--- config.mk ---
export PLATFORM = sky130hd
export DESIGN_NAME = tnn_cmp_sched
export DESIGN_NICKNAME = d
export VERILOG_FILES = /design/src/rtl/tnn_cmp_sched.sv
export SDC_FILE = /design/constraint.sdc
export NUM_CORES = 1
export LEC_CHECK = 0
export CAP_MARGIN = 30
export CORE_UTILIZATION = 40
export CTS_BUF_LIST = sky130_fd_sc_hd__clkbuf_8
export CTS_CLUSTER_DIAMETER = 40
export DETAILED_ROUTE_END_ITERATION = 16
export GPL_TIMING_DRIVEN = 0
export HOLD_SLACK_MARGIN = 0.12
export PLACE_DENSITY = 0.65
export RECOVER_POWER = 50
export REMOVE_ABC_BUFFERS = 1
export SLEW_MARGIN = 20
export SYNTH_ARGS = -nofsm -noshare
export SYNTH_HDL_FRONTEND = slang
export SYNTH_SLANG_ARGS = --single-unit
--- constraint.sdc ---
create_clock -name clk -period 2.35 [get_ports clk]
set_input_delay 0.47 -clock clk [delete_from_list [all_inputs] [get_ports clk]]
set_output_delay 0.47 -clock clk [all_outputs]
set_load 0.02 [all_outputs]
--- src/rtl/tnn_cmp_sched.sv ---
// Shares one combinational 3-bit TNN comparator core across NEURONS evaluations per job.
// Only mask-enabled neurons consume a cycle; results return through a valid/ready handshake.
module tnn_cmp_sched #(
  parameter int NEURONS = 8,
  parameter int W       = 3
) (
  input  logic                 clk,
  input  logic                 rst_n,
  input  logic                 start_valid,
  output logic                 start_ready,
  input  logic [NEURONS*W-1:0] job_a,
  input  logic [NEURONS*W-1:0] job_b,
  input  logic [NEURONS*W-1:0] job_c,
  input  logic [NEURONS-1:0]   job_mask,
  output logic [W-1:0]         cmp_a,
  output logic [W-1:0]         cmp_b,
  output logic [W-1:0]         cmp_c,
  input  logic                 cmp_out,
  output logic                 res_valid,
  input  logic                 res_ready,
  output logic [NEURONS-1:0]   res_bits,
  output logic                 busy
);

  localparam int IW = (NEURONS > 1) ? $clog2(NEURONS) : 1;

  typedef enum logic [1:0] {
    S_IDLE = 2'd0,
    S_RUN  = 2'd1,
    S_DONE = 2'd2
  } state_t;

  state_t               state_q, state_d;
  logic [IW-1:0]        idx_q, idx_d;
  logic [NEURONS*W-1:0] a_q, a_d, b_q, b_d, c_q, c_d;
  logic [NEURONS-1:0]   mask_q, mask_d;
  logic [W-1:0]         cmp_a_q, cmp_a_d, cmp_b_q, cmp_b_d, cmp_c_q, cmp_c_d;
  logic [NEURONS-1:0]   res_bits_q, res_bits_d;
  logic                 start_ready_q, start_ready_d;
  logic                 res_valid_q, res_valid_d;
  logic                 busy_q, busy_d;
  logic [IW:0]          first_s, next_s;

  // {found, index} of the lowest set bit of m
  function automatic logic [IW:0] first_set(input logic [NEURONS-1:0] m);
    logic [IW:0] r;
    r = '0;
    for (int i = NEURONS-1; i >= 0; i--) begin
      r = m[i] ? {1'b1, IW'(i)} : r;
    end
    return r;
  endfunction

  // {found, index} of the lowest set bit of m strictly above cur
  function automatic logic [IW:0] next_set(input logic [NEURONS-1:0] m,
                                           input logic [IW-1:0]    cur);
    logic [IW:0] r;
    r = '0;
    for (int i = NEURONS-1; i >= 0; i--) begin
      r = (m[i] && (i > int'(cur))) ? {1'b1, IW'(i)} : r;
    end
    return r;
  endfunction

  assign first_s = first_set(job_mask);
  assign next_s  = next_set(mask_q, idx_q);

  // Next-state logic; an empty mask still spends one RUN cycle so latency is max(P,1)
  always_comb begin
    state_d = state_q;
    case (state_q)
      S_IDLE:  state_d = start_valid ? S_RUN : S_IDLE;
      S_RUN:   state_d = next_s[IW] ? S_RUN : S_DONE;
      S_DONE:  state_d = res_ready ? S_IDLE : S_DONE;
      default: state_d = S_IDLE;
    endcase
  end

  // Datapath and output next values
  always_comb begin
    idx_d      = idx_q;
    a_d        = a_q;
    b_d        = b_q;
    c_d        = c_q;
    mask_d     = mask_q;
    cmp_a_d    = cmp_a_q;
    cmp_b_d    = cmp_b_q;
    cmp_c_d    = cmp_c_q;
    res_bits_d = res_bits_q;
    case (state_q)
      S_IDLE: begin
        if (start_valid) begin
          a_d        = job_a;
          b_d        = job_b;
          c_d        = job_c;
          mask_d     = job_mask;
          res_bits_d = '0;
          idx_d      = first_s[IW] ? first_s[IW-1:0] : '0;
          if (first_s[IW]) begin
            cmp_a_d = job_a[first_s[IW-1:0]*W +: W];
            cmp_b_d = job_b[first_s[IW-1:0]*W +: W];
            cmp_c_d = job_c[first_s[IW-1:0]*W +: W];
          end else begin
            cmp_a_d = cmp_a_q;
          end
        end else begin
          idx_d = idx_q;
        end
      end
      S_RUN: begin
        if (mask_q[idx_q]) begin
          res_bits_d[idx_q] = cmp_out;
        end else begin
          res_bits_d = res_bits_q;
        end
        if (next_s[IW]) begin
          idx_d   = next_s[IW-1:0];
          cmp_a_d = a_q[next_s[IW-1:0]*W +: W];
          cmp_b_d = b_q[next_s[IW-1:0]*W +: W];
          cmp_c_d = c_q[next_s[IW-1:0]*W +: W];
        end else begin
          idx_d = idx_q;
        end
      end
      S_DONE:  idx_d = idx_q;
      default: idx_d = '0;
    endcase
    start_ready_d = (state_d == S_IDLE);
    res_valid_d   = (state_d == S_DONE);
    busy_d        = (state_d != S_IDLE);
  end

  // State and registered outputs
  always_ff @(posedge clk or negedge rst_n) begin
    if (!rst_n) begin
      state_q       <= S_IDLE;
      idx_q         <= '0;
      a_q           <= '0;
      b_q           <= '0;
      c_q           <= '0;
      mask_q        <= '0;
      cmp_a_q       <= '0;
      cmp_b_q       <= '0;
      cmp_c_q       <= '0;
      res_bits_q    <= '0;
      start_ready_q <= 1'b1;
      res_valid_q   <= 1'b0;
      busy_q        <= 1'b0;
    end else begin
      state_q       <= state_d;
      idx_q         <= idx_d;
      a_q           <= a_d;
      b_q           <= b_d;
      c_q           <= c_d;
      mask_q        <= mask_d;
      cmp_a_q       <= cmp_a_d;
      cmp_b_q       <= cmp_b_d;
      cmp_c_q       <= cmp_c_d;
      res_bits_q    <= res_bits_d;
      start_ready_q <= start_ready_d;
      res_valid_q   <= res_valid_d;
      busy_q        <= busy_d;
    end
  end

  assign start_ready = start_ready_q;
  assign res_valid   = res_valid_q;
  assign res_bits    = res_bits_q;
  assign busy        = busy_q;
  assign cmp_a       = cmp_a_q;
  assign cmp_b       = cmp_b_q;
  assign cmp_c       = cmp_c_q;

endmodule

==> summary.md <==
| Metric | Value |
|---|---|
| Drt initial violations | 483 |
| Placeable core area | 0.01282 mm^2 |
| Yosys reg bits | 97 |
| Reg2reg path depth | 8 |
| Post-Route WL | 18470 um |
| Wire length per cell | 19.67 um |
| Hold wc startpoint | b_q[12] |
| Initial Utilization | 0.4168 |
| Worst-Margin Slew | 1.348 ns |
| Clock Skew | 0.007094 ns |
| Max IR drop VDD | 0.5957 mV |
| CP Class | reg -> reg |
| Register area share after synthesis | 0.4544 |
| Inserted Diodes | 0 |
| Syn Inst Count | 640 |
| MaxCap Viol Count | 0 |
| Largest net degree at the start of global routing | 72 |
| Nets | 847 |
| R2R Path Start | idx_q[1] |
| Crit-path max FO | 8 |
| Area leader, netlist | dfrtp_1 |
| Buffers on Ports | 104 |
| Die area | 0.01383 mm^2 |
| Routed vias/inst | 5.703 |
| Synth unique cells | 58 |
| HPWL after detailed placement | 11370 um |
| Cell area after synthesis | 0.005345 mm^2 |
| Clock Path Buffers | 2 |
| Power density over cell area | 1410 mW/mm^2 |
| CP Data Required Time | 2.59 ns |
| Status | finished, final reports clean |
| Power, Total | 10.37 mW |
| Number of flops mapped to enable cells by yosys | 0 |
| Worst hold stages | 2 |
| Ys async rst share | 1.000 |
| TritonCTS clock tree | built |
| Critical Path Sink Type | flop |
| Drt drc | 0 |
| Antenna-violating nets left | 0 |
| Grt ovf | 0 |
| Initial antenna violation count | 0 |
| Slew Viols, Final | 0 |
| Fin area | 0.007356 mm^2 |
| Syn-to-layout area delta | 37.62% |
| CTS sink count | 97 |
| Startpoint Class | flop |
| Routed vias | 5355 |
| Worst r2r dst | cmp_c[2] |
| Number of rows created at floorplan | 41 |
| First-pass GRT wire length | 29090 um |
| Cell Area, Placed | 0.006591 mm^2 |
| Final setup violation count | 0 |
| Slew headroom | 0.1011 |
| Final Util | 0.5736 |
| Leak | 3.392 nW |
| Synth Flop Type | dfrtp_1 |
| Root buffer cell | clkbuf_8 |
| Vias in the first global route | 5291 |
| RePlAce Congestion | 0.8078 |
| Worst Hold Class | reg -> reg |
| R2r setup slk | 0.02 ns |
| Fin crit period | 2.330 ns |
| Hold worst-path end | b_q[12] |
| Num CTS Buffers | 9 |
| Final Hold Fails | 0 |
| Layout cells sized above 1 | 0.1786 |
| Share of the synthesized area in the top cell type | 0.4494 |
| Synth area leaders | dfrtp_1, nand2_1, a21oi_1 |
| IO Count | 105 |
| Latest clock arrival within the worst-skew pair | 0.36 ns |
| Final hold slack | 0.4851 ns |
| Period utilization | 0.9915 |
| Drt first pass iters | 7 |
| Clk pin slew, worst setup/hold paths | 0.09 ns |
| Achievable frequency | 0.4292 GHz |
| Data arrival, critical path | 2.57 ns |
| RSZ-0062 raised after global routing | true |
| Gr usage total | 0.2735 |
| Syn avg cell area | 8.352 um^2 |
| H-tree levels | 3 |
| Synthesis Warnings | 0 |
| Die width | 117.6 um |
| Die H | 117.6 um |
[Yosys cell counts, drive strengths merged, types with 4 or more instances]
cell,instances
mux2,4
nand2,249
clkbuf,25
a221oi,11
nand3,4
o21a,9
a21oi,47
a211oi,4
a311o,8
buf,16
a31oi,12
o22a,9
a21o,10
o22ai,4
and3,10
nor2,29
inv,9
o221a,8
a221o,9
and2,4
nand2b,5
o31ai,5
dfrtp,96
o21ai,18
[power by group]
part | leakage (nW) | total [mW] | switching, mW | internal (mW)
clock network | 0.0982 | 1.17 | 0.614 | 0.554
registers | 1.20 | 3.06 | 0.565 | 2.49
logic | 2.10 | 6.15 | 3.50 | 2.64
total | 3.39 | 10.4 | 4.68 | 5.69
[registers in the layout (all words and copies together), names as in the netlist, 2 cells and up]
name and flops:
state_q 2, a_q 22, cmp_b 3, idx_q 3, mask_q 8, cmp_c 3
c_q 21, res_bits 8, b_q 21, cmp_a 3
[per-layer routing]
| layer | GRT usage | wire [um] | vias to the layer above |
|---|---|---|---|
| met5 | 0 | 0 | - |
| met4 | 0.1010 | 550 | 0 |
| met3 | 0.03924 | 1371 | 42 |
| met2 | 0.4445 | 8845 | 247 |
| met1 | 0.3708 | 7704 | 2578 |
| li1 | - | - | 2488 |
[critical path: stages (launching register included)]
cell and delay, ns:
dfrtp_2 0.44, buf_6 0.14, or3b_4 0.39, a21o_1 0.22, a211oi_2 0.29, a211oi_2 0.11
and2_4 0.22, a221oi_2 0.28, a31oi_1 0.11
[layout by cell type, fill, tap and decap left out, drive strengths merged, types with 5 or more instances in the layout]
| cell | count |
|---|---|
| o31ai | 5 |
| a221oi | 11 |
| clkdlybuf4s50 | 96 |
| o21ai | 18 |
| and2 | 5 |
| a21o | 10 |
| a311o | 8 |
| nor2 | 29 |
| o21a | 9 |
| a21oi | 47 |
| o221a | 8 |
| o22a | 9 |
| nand2b | 5 |
| and3 | 10 |
| a221o | 11 |
| dlygate4sd2 | 7 |
| a31oi | 12 |
| buf | 41 |
| dfrtp | 96 |
| nand2 | 250 |
| inv | 10 |
| clkbuf | 13 |
[cells by family after synthesis]
logic type,Yosys count,synth area share
flip-flops,97,0.4544
AO/OA/AOI/OAI,163,0.2292
multiplexers,9,0.02247
AND/OR/NAND/NOR,321,0.2507
buffers and inverters,50,0.04330
[what timing repair did]
item	in CTS	in global routing
hold endpoints to repair	26	0
hold buffers	1	0
endpoints found under the setup margin	17	17
setup buffers	28	6
gates cloned	4	0
pin swaps	10	11
gates resized for setup	49	21
[stage by stage]
stage	setup slack, ns	setup TNS (ns)	instances
6_report	0.02002	0	939
5_1_grt	-0.03125	-0.09828	939
4_1_cts	-0.008607	-0.008607	933
3_5_place_dp	-1.197	-12.09	884
3_3_place_gp	-2.825	-379.20	875
2_1_floorplan	-1.010	-11.85	599
[worst max-delay path by stage]
| stage | start | endpoint | slack [ns] | cells past startpoint |
|---|---|---|---|---|
| global route | idx_q[1] | cmp_c[0] | -0.03 | 8 |
| global placement | idx_q[2] | cmp_b[1] | -2.82 | 7 |
| finish | idx_q[1] | cmp_c[2] | 0.02 | 8 |
| floorplan | idx_q[2] | cmp_a[2] | -1.01 | 7 |
| CTS | idx_q[1] | cmp_a[1] | -0.009 | 9 |
| detailed placement | idx_q[2] | cmp_b[2] | -1.20 | 7 |
[cell type report]
cell class	instances	area, um^2
timing repair buffer	148	1464
inverter	9	33.78
clock buffer	11	151.4
sequential	97	2436
tap	172	215.2
fill	1131	5469
clock inverter	5	61.31
multi-input combinational	497	2994
(Power assumes the default switching activity.)
